**config.mk**
```make
export PLATFORM = sky130hd
export DESIGN_NAME = regfile_wb_arbiter
export DESIGN_NICKNAME = d
export VERILOG_FILES = /design/src/rtl/regfile_wb_arbiter.sv
export SDC_FILE = /design/constraint.sdc
export NUM_CORES = 1
export LEC_CHECK = 0
export ABC_AREA = 1
export CAP_MARGIN = 20
export CORE_ASPECT_RATIO = 1.2
export CORE_UTILIZATION = 44
export CTS_CLUSTER_SIZE = 24
export DETAILED_ROUTE_END_ITERATION = 16
export MAX_ROUTING_LAYER = met4
export PLACE_DENSITY = 0.85
export SYNTH_ARGS = -nofsm -noshare
export SYNTH_HDL_FRONTEND = slang
export SYNTH_SLANG_ARGS = --single-unit
```
**constraint.sdc**
```tcl
create_clock -name clk -period 5.1 [get_ports clk]
set_clock_uncertainty 0.1 [all_clocks]
set_input_delay 1.53 -clock clk [delete_from_list [all_inputs] [get_ports clk]]
set_output_delay 1.53 -clock clk [all_outputs]
set_load 0.03 [all_outputs]
```
**src/rtl/regfile_wb_arbiter.sv**
```systemverilog
// Round-robin writeback arbiter for the register-file write port.
// Two requesters share one registered stage with hold, x0 filter and RAW flags.
module regfile_wb_arbiter #(
  parameter int DATA_W = 32,
  parameter int ADDR_W = 5,
  parameter int CNT_W  = 16
) (
  input  logic              clk,
  input  logic              reset,
  input  logic              req0_valid,
  input  logic [ADDR_W-1:0] req0_rd,
  input  logic [DATA_W-1:0] req0_wdata,
  output logic              req0_ready,
  input  logic              req1_valid,
  input  logic [ADDR_W-1:0] req1_rd,
  input  logic [DATA_W-1:0] req1_wdata,
  output logic              req1_ready,
  input  logic              hold,
  input  logic [ADDR_W-1:0] chk_rs1,
  input  logic [ADDR_W-1:0] chk_rs2,
  output logic              haz_rs1,
  output logic              haz_rs2,
  output logic              we,
  output logic [ADDR_W-1:0] rd,
  output logic [DATA_W-1:0] wdata,
  output logic [CNT_W-1:0]  wr_count
);

  logic              st_valid;
  logic [ADDR_W-1:0] st_rd;
  logic [DATA_W-1:0] st_data;
  logic              last_gnt;

  logic              can_accept;
  logic              gnt0;
  logic              gnt1;
  logic              gnt;
  logic              gnt_idx;
  logic [ADDR_W-1:0] g_rd;
  logic [DATA_W-1:0] g_data;
  logic              load;

  // Stage drains and refills in one cycle, so only a held full stage blocks.
  always_comb begin
    can_accept = (~st_valid | ~hold) & ~reset;
    gnt0 = can_accept & req0_valid
         & (~req1_valid | last_gnt);
    gnt1 = can_accept & req1_valid
         & (~req0_valid | ~last_gnt);
    gnt     = gnt0 | gnt1;
    gnt_idx = 1'b0;
    g_rd    = '0;
    g_data  = '0;
    unique case (1'b1)
      gnt0: begin
        g_rd   = req0_rd;
        g_data = req0_wdata;
      end
      gnt1: begin
        gnt_idx = 1'b1;
        g_rd    = req1_rd;
        g_data  = req1_wdata;
      end
      default: ;
    endcase
    load = gnt & (g_rd != '0);
  end

  assign req0_ready = gnt0;
  assign req1_ready = gnt1;

  assign we    = st_valid & ~hold;
  assign rd    = st_rd;
  assign wdata = st_data;

  assign haz_rs1 = st_valid & (st_rd == chk_rs1)
                 & (chk_rs1 != '0);
  assign haz_rs2 = st_valid & (st_rd == chk_rs2)
                 & (chk_rs2 != '0);

  always_ff @(posedge clk or posedge reset) begin
    if (reset) begin
      st_valid <= 1'b0;
      st_rd    <= '0;
      st_data  <= '0;
      last_gnt <= 1'b1;
      wr_count <= '0;
    end else begin
      if (gnt)
        last_gnt <= gnt_idx;
      if (load) begin
        st_valid <= 1'b1;
        st_rd    <= g_rd;
        st_data  <= g_data;
      end else if (~hold) begin
        st_valid <= 1'b0;
      end
      wr_count <= wr_count
                + {{(CNT_W-1){1'b0}}, we};
    end
  end

endmodule

```
==> results of run 1 <==
-- layout make-up --
type                            instances  share of cell area (%)
Clock buffer                            6                    1.83
Multi-Input combinational cell        235                    29.7
Timing Repair Buffer                  152                    33.3
Clock inverter                          2                   0.361
Tap cell                               85                    2.36
Sequential cell                        55                    30.5
Inverter                               23                    1.91
-- per-stage QoR --
| step | utilization, % | worst slack (ns) | hold WS [ns] |
|---|---|---|---|
| floorplan | - | 0.617 | 0.373 |
| global placement | 68.4 | 0.304 | 0.382 |
| detailed placement | 68.4 | 0.220 | 0.395 |
| CTS | 70.0 | 0.202 | 0.413 |
| global route | 70.0 | 0.106 | 0.424 |
| finish | 70.0 | 0.202 | 0.405 |
-- worst max-delay path: stages --
cell and delay [ns]:
clkdlybuf4s50_1 0.50, o21ai_1 0.08, a21oi_1 0.11, nand3_1 0.08, nor4_1 0.21, clkdlybuf4s50_1 0.75
-- sequential cells by signal (all words and copies together) (netlist names) --
| register | count |
|---|---|
| st_valid | 1 |
| wr_count | 16 |
| wdata | 32 |
| rd | 5 |
| last_gnt | 1 |
-- routing by layer --
metal / vias to the layer above / GRT usage, % / wire length (µm)
li1: 1419 / - / -
met1: 1355 / 31.0 / 3320
met2: 130 / 43.6 / 4280
met3: 17 / 6.37 / 582
met4: 0 / 7.85 / 148
met5: - / - / 0
-- final timing paths --
| path | endpoint | slack (ns) |
|---|---|---|
| hold reg to reg | wr_count[13]$_DFF_PP0_ | 0.41 |
| min in group asynchronous | wr_count[6]$_DFF_PP0_ | 1.72 |
| hold / removal | wr_count[13]$_DFF_PP0_ | 0.41 |
| max in group asynchronous | rd[2]$_DFFE_PP0P_ | 2.72 |
| setup / recovery | haz_rs1 | 0.20 |
| setup reg to reg | wdata[15]$_DFFE_PP0P_ | 2.29 |
-- cell usage in the layout, fill, tap and decap left out, types with 5 or more instances in the layout --
cell	count
dfrtp_1	54
nand4_1	38
buf_4	8
clkdlybuf4s50_1	144
xnor2_1	5
nand3_1	12
clkbuf_8	6
inv_1	17
nand2_2	5
a22o_1	32
xor2_1	11
nor2_1	13
inv_2	5
nand2_1	96
-- power by group --
group          switching (µW)  internal (µW)
combinational             435            315
sequential               81.1            533
clock                     140            111
-- cells by family (layout without fill, tap and decap cells) --
kind of cell,count (synthesis),count (layout),share of synthesized area (%)
AOI/OAI and AO/OA,44,44,11.8
xor gates and xnor gates,16,16,4.74
adders and majority gates,2,2,0.846
buffers and inverters,45,183,8.33
DFF,55,55,46.6
and+or+nand+nor,173,173,27.7
==> flow_summary.ini, run 1 <==
[status]
status = finished, final reports clean

[finish]
multi_input_area_mm2 = 0.00134
nets = 563
syn2layout_area_growth_pct = 52.4
n_antenna_cell = 0
fin_cells = 558
regArea_mm2 = 0.00138
drive_above_1_share_pct = 7.40
fillers = 539
final_area_mm2 = 0.00451

[sta]
rsz0062_at_grt = no
fmaxAchievable_mhz = 204
tightest_slew_ns = 0.690
finalCriticalPeriod_ns = 4.90
slew_viol_final = 0
hold_viol = 0
finalCritPeriodShare_pct = 96.0
finalSetupViolCount = 0
maxSlewHeadroom_pct = 54.0
tns_ns = 0

[critical_path]
reg2reg_from = last_gnt$_DFFE_PP1P_
worstSetupPathType = input pin to output pin
cp_max_fo = 3
end_kind = output pin
cp-start-kind = input pin
worstRegToRegCells = 10
cp-startpoint = chk_rs1[2]
critPathArrivalTime_ns = 3.27
critPathRequiredTime_ns = 3.47

[synthesis]
syn_nets = 426
ys_seq_elements = 55
synthArstFlopShare_pct = 100
ys.warnings.count = 0
synth_area_leader_cell = dfrtp_1
syn_area_per_cell_um2 = 8.83
synth_area_leaders = dfrtp_1 (46%), nand2_1 (12%), a22o_1 (9.5%)
ys_seq_area_share_pct = 46.6
synth-edff-count = 0
synth_top_area_share_pct = 45.7
synthFlopType = dfrtp_1
synth_area_mm2 = 0.00296
yosysMostFrequentCell = nand2_1
synth_cells = 335
synth_cell_type_count = 31
ys_top_cells_by_count = nand2_1 (96), dfrtp_1 (54), nand4_1 (38), a22o_1 (32), inv_1 (17)

[floorplanning]
num_io_pins = 147
die_w_um = 76.9
placementRows = 32
initial_core_util_pct = 45.9
die_y_um = 91.8
core_area_mm2 = 0.00645
die-area_mm2 = 0.00706

[placement]
hpwl_um = 6140
dp_cells = 550
post_dp_cell_area_mm2 = 0.00441
portBuffers = 146
globalplace.congestion = 0.783

[global_route]
grt_usage_pct = 26.1
antenna_found_initial = 0
grt_pass1_vias = 3034
grt_pass1_wl_um = 14100
grt_max_degree = 56
grt_overflow = 0

[detailed_routing]
drc_errors = 0
antenna_left = 0
dr.pass1.iters = 4
wl_um = 8330
drt_iter0_drc = 94
vias_per_cell = 5.23
vias = 2921
avgRoutedWirePerCell_um = 14.9

[clock_network]
cts_setup_buffers = 0
tritoncts = yes
hold_buffers = 0
htreeDepth = 2
clock_latency_ns = 0.30
cts_resized = 0
cts_sinks = 55
clk_pin_slew_worst_paths_ns = 0.10
ctsLongestPathBuffers = 2
root_buffer = clkbuf_8
cts_buffers = 5

[pwr]
p_leak_uw = 0.00212
vdd_drop_max_uv = 237
p_per_area_mw_per_mm2 = 358
p_total_uw = 1620

[hold_path]
hp-class = flip-flop to flip-flop
worstHoldStart = wr_count[13]$_DFF_PP0_
holdPathStages = 1

[job]
maxCapViolations = 0
No activity file was read; power rests on OpenSTA's default activity.
==> run 2: changes to the inputs <==
- CAP_MARGIN: 20 -> unset
- CTS_CLUSTER_DIAMETER: unset -> 40
==> results of run 2 <==
Final layout, timing and power as in run 1 (identical DEF).
==> run 3: changes to the inputs <==
- CORE_UTILIZATION: 44 -> 50
- DONT_BUFFER_PORTS: unset -> 1
- PLACE_DENSITY: 0.85 -> 0.63
==> run 3 against run 2 <==
Non-clock buffer count fell by 148. Via count fell by 20%. Core utilization fell by 17 points. Register-to-register slack got worse by 0.20 ns. Clock power fell by 4%. Maximum frequency rose by 24%. Critical path type unchanged. Largest power group is now registers. Highest routed layer unchanged.
==> flow_summary.ini, run 3 (synthesized netlist as in run 1, its figures left out) <==
[global_route]
antenna_found_initial = 0
grt_pass1_vias = 2139
grt_pass1_wl_um = 10300
grt_max_degree = 56
grt_overflow = 0
grt_usage_pct = 22.1

[finish]
layout_common_cells = nand2_1 (96), dfrtp_1 (54), nand4_1 (38), a22o_1 (32), inv_1 (17)
drive_above_1_share_pct = 9.54
fillers = 563
nets = 415
syn2layout_area_growth_pct = 2.16
largest_reg_flops = 32
mostFrequentLayoutCell = nand2_1
fin_cells = 405
n_antenna_cell = 0

[clock_network]
cts_resized = 0
clock_latency_ns = 0.31
tritoncts = yes
cts_setup_buffers = 0
ctsLongestPathBuffers = 2
cts_sinks = 55
root_buffer = clkbuf_8
cts_buffers = 5
htreeDepth = 2
clk_pin_slew_worst_paths_ns = 0.10
hold_buffers = 0

[status]
status = finished, final reports clean

[pwr]
internal_power_uw = 725
p_per_area_mw_per_mm2 = 441
seqPwrFrac_pct = 60.4
p_switching_uw = 608
switching_share_pct = 45.6
p_leak_uw = 0.00155
vdd_drop_max_uv = 181
pwr-share-comb_pct = 21.4
clkPwrFrac_pct = 18.1

[hold_path]
holdPathStages = 2
holdPathEnd = last_gnt$_DFFE_PP1P_
worstHoldStart = last_gnt$_DFFE_PP1P_
hp-class = flip-flop to flip-flop

[critical_path]
critPathRequiredTime_ns = 3.47
cp_max_fo = 1
reg2reg_from = last_gnt$_DFFE_PP1P_
cp-start-kind = input pin
reg2reg_to = wdata[8]$_DFFE_PP0P_
worstRegToRegCells = 9
cp.buffers_inverters = 0
crit_path_frequent_cell = nor2_1
worstSetupPathType = input pin to output pin
reg2reg_slack_ns = 2.09
crit_family = simple AND/OR/NAND/NOR gates
critPathArrivalTime_ns = 2.32
slowest_delay_ns = 0.44
slowest_stage = nor2_1
end_kind = output pin
cp_cell_sequence = xor2_1 > nor2_1 > o2111ai_1 > nor2_1

[sta]
finalSetupViolCount = 0
tns_ns = 0
fin_ws_ns = 1.15
tightest_slew_ns = 0.880
rsz0062_at_grt = no
finalCriticalPeriod_ns = 3.95
slew_viol_final = 0
hold_viol = 0
maxSlewHeadroom_pct = 41.2
finalCritPeriodShare_pct = 77.4
fmaxAchievable_mhz = 253

[detailed_routing]
dr.pass1.iters = 4
drc_errors = 0
wl_um = 6640
antenna_left = 0
drt_iter0_drc = 111
vias = 2333
avgRoutedWirePerCell_um = 16.4
vias_per_cell = 5.76

[floorplanning]
die-area_mm2 = 0.00623
num_io_pins = 147
die_w_um = 72.2
placementRows = 30
die_y_um = 86.3
core_area_mm2 = 0.00567
initial_core_util_pct = 52.2

[placement]
dp_slack_ns = 1.09
dp_cells = 397
globalplace.congestion = 0.753
hpwl_um = 4570
portBuffers = 0

[job]
maxCapViolations = 0
[run 3: cell types whose count changed in the layout (fill, tap and decap cells not counted)]
cell	before	now
buf_4	8	4
clkdlybuf4s50_1	144	0
clkbuf_8	6	5
clkinvlp_4	1	2
clkinv_4	1	0
clkinv_2	0	1
[run 3: worst max-delay path by stage]
| stage | start | to | slack (ns) | cells past startpoint |
|---|---|---|---|---|
| after CTS | chk_rs2[1] | haz_rs2 | 1.14 | 4 |
| after global routing | chk_rs2[2] | haz_rs2 | 1.08 | 5 |
| final | chk_rs2[1] | haz_rs2 | 1.15 | 4 |
| after global placement | req0_valid | wdata[23]$_DFFE_PP0P_ | 1.13 | 9 |
| after detailed placement | req0_valid | wdata[30]$_DFFE_PP0P_ | 1.09 | 9 |
| after floorplan | reset | req1_ready | 0.62 | 5 |
[run 3: routing by layer]
metal	share of wire, %	GRT usage (%)
met3	7.6	5.81
met4	1.5	5.88
met1	42	27.4
met2	49	35.6
met5	0	-
[run 3: worst register-to-register path, stage by stage, from the launching register on]
cell and delay, ns:
dfstp_2 0.55, nand2_1 0.05, nand2_1 0.12, nor2_4 0.13
nand2_1 0.09, nand2_1 0.09, nor2_4 0.71, nand3_2 0.74
nand2_1 0.24, nand2_1 0.08
[run 3: layout make-up]
| class | count | area (µm²) | area share (%) |
|---|---|---|---|
| Tap cell | 80 | 100 | 3.31 |
| Clock buffer | 5 | 68.8 | 2.28 |
| Inverter | 23 | 86.3 | 2.86 |
| Timing Repair Buffer | 4 | 30.0 | 0.993 |
| Clock inverter | 3 | 20.0 | 0.662 |
| Multi-Input combinational cell | 235 | 1340 | 44.3 |
| Sequential cell | 55 | 1380 | 45.6 |
[run 3: metrics by stage]
stage	util (%)	area (µm²)	hold slack (ns)	total power (µW)
final	53.3	3020	0.430	1330
after global routing	53.3	3020	0.450	1410
after CTS	53.3	3020	0.433	1350
after detailed placement	51.8	2930	0.418	1110
after global placement	51.8	2930	0.391	1100
after floorplan	-	2960	0.373	1050
[run 3: power by group through the flow]
stage               registers [µW]  logic (µW)  clock network (µW)
CTS                            808         291                 248
detailed placement             816         291                   0
global route                   821         329                 262
global placement               816         282                   0
floorplan                      788         265                   0
finish                         806         286                 242
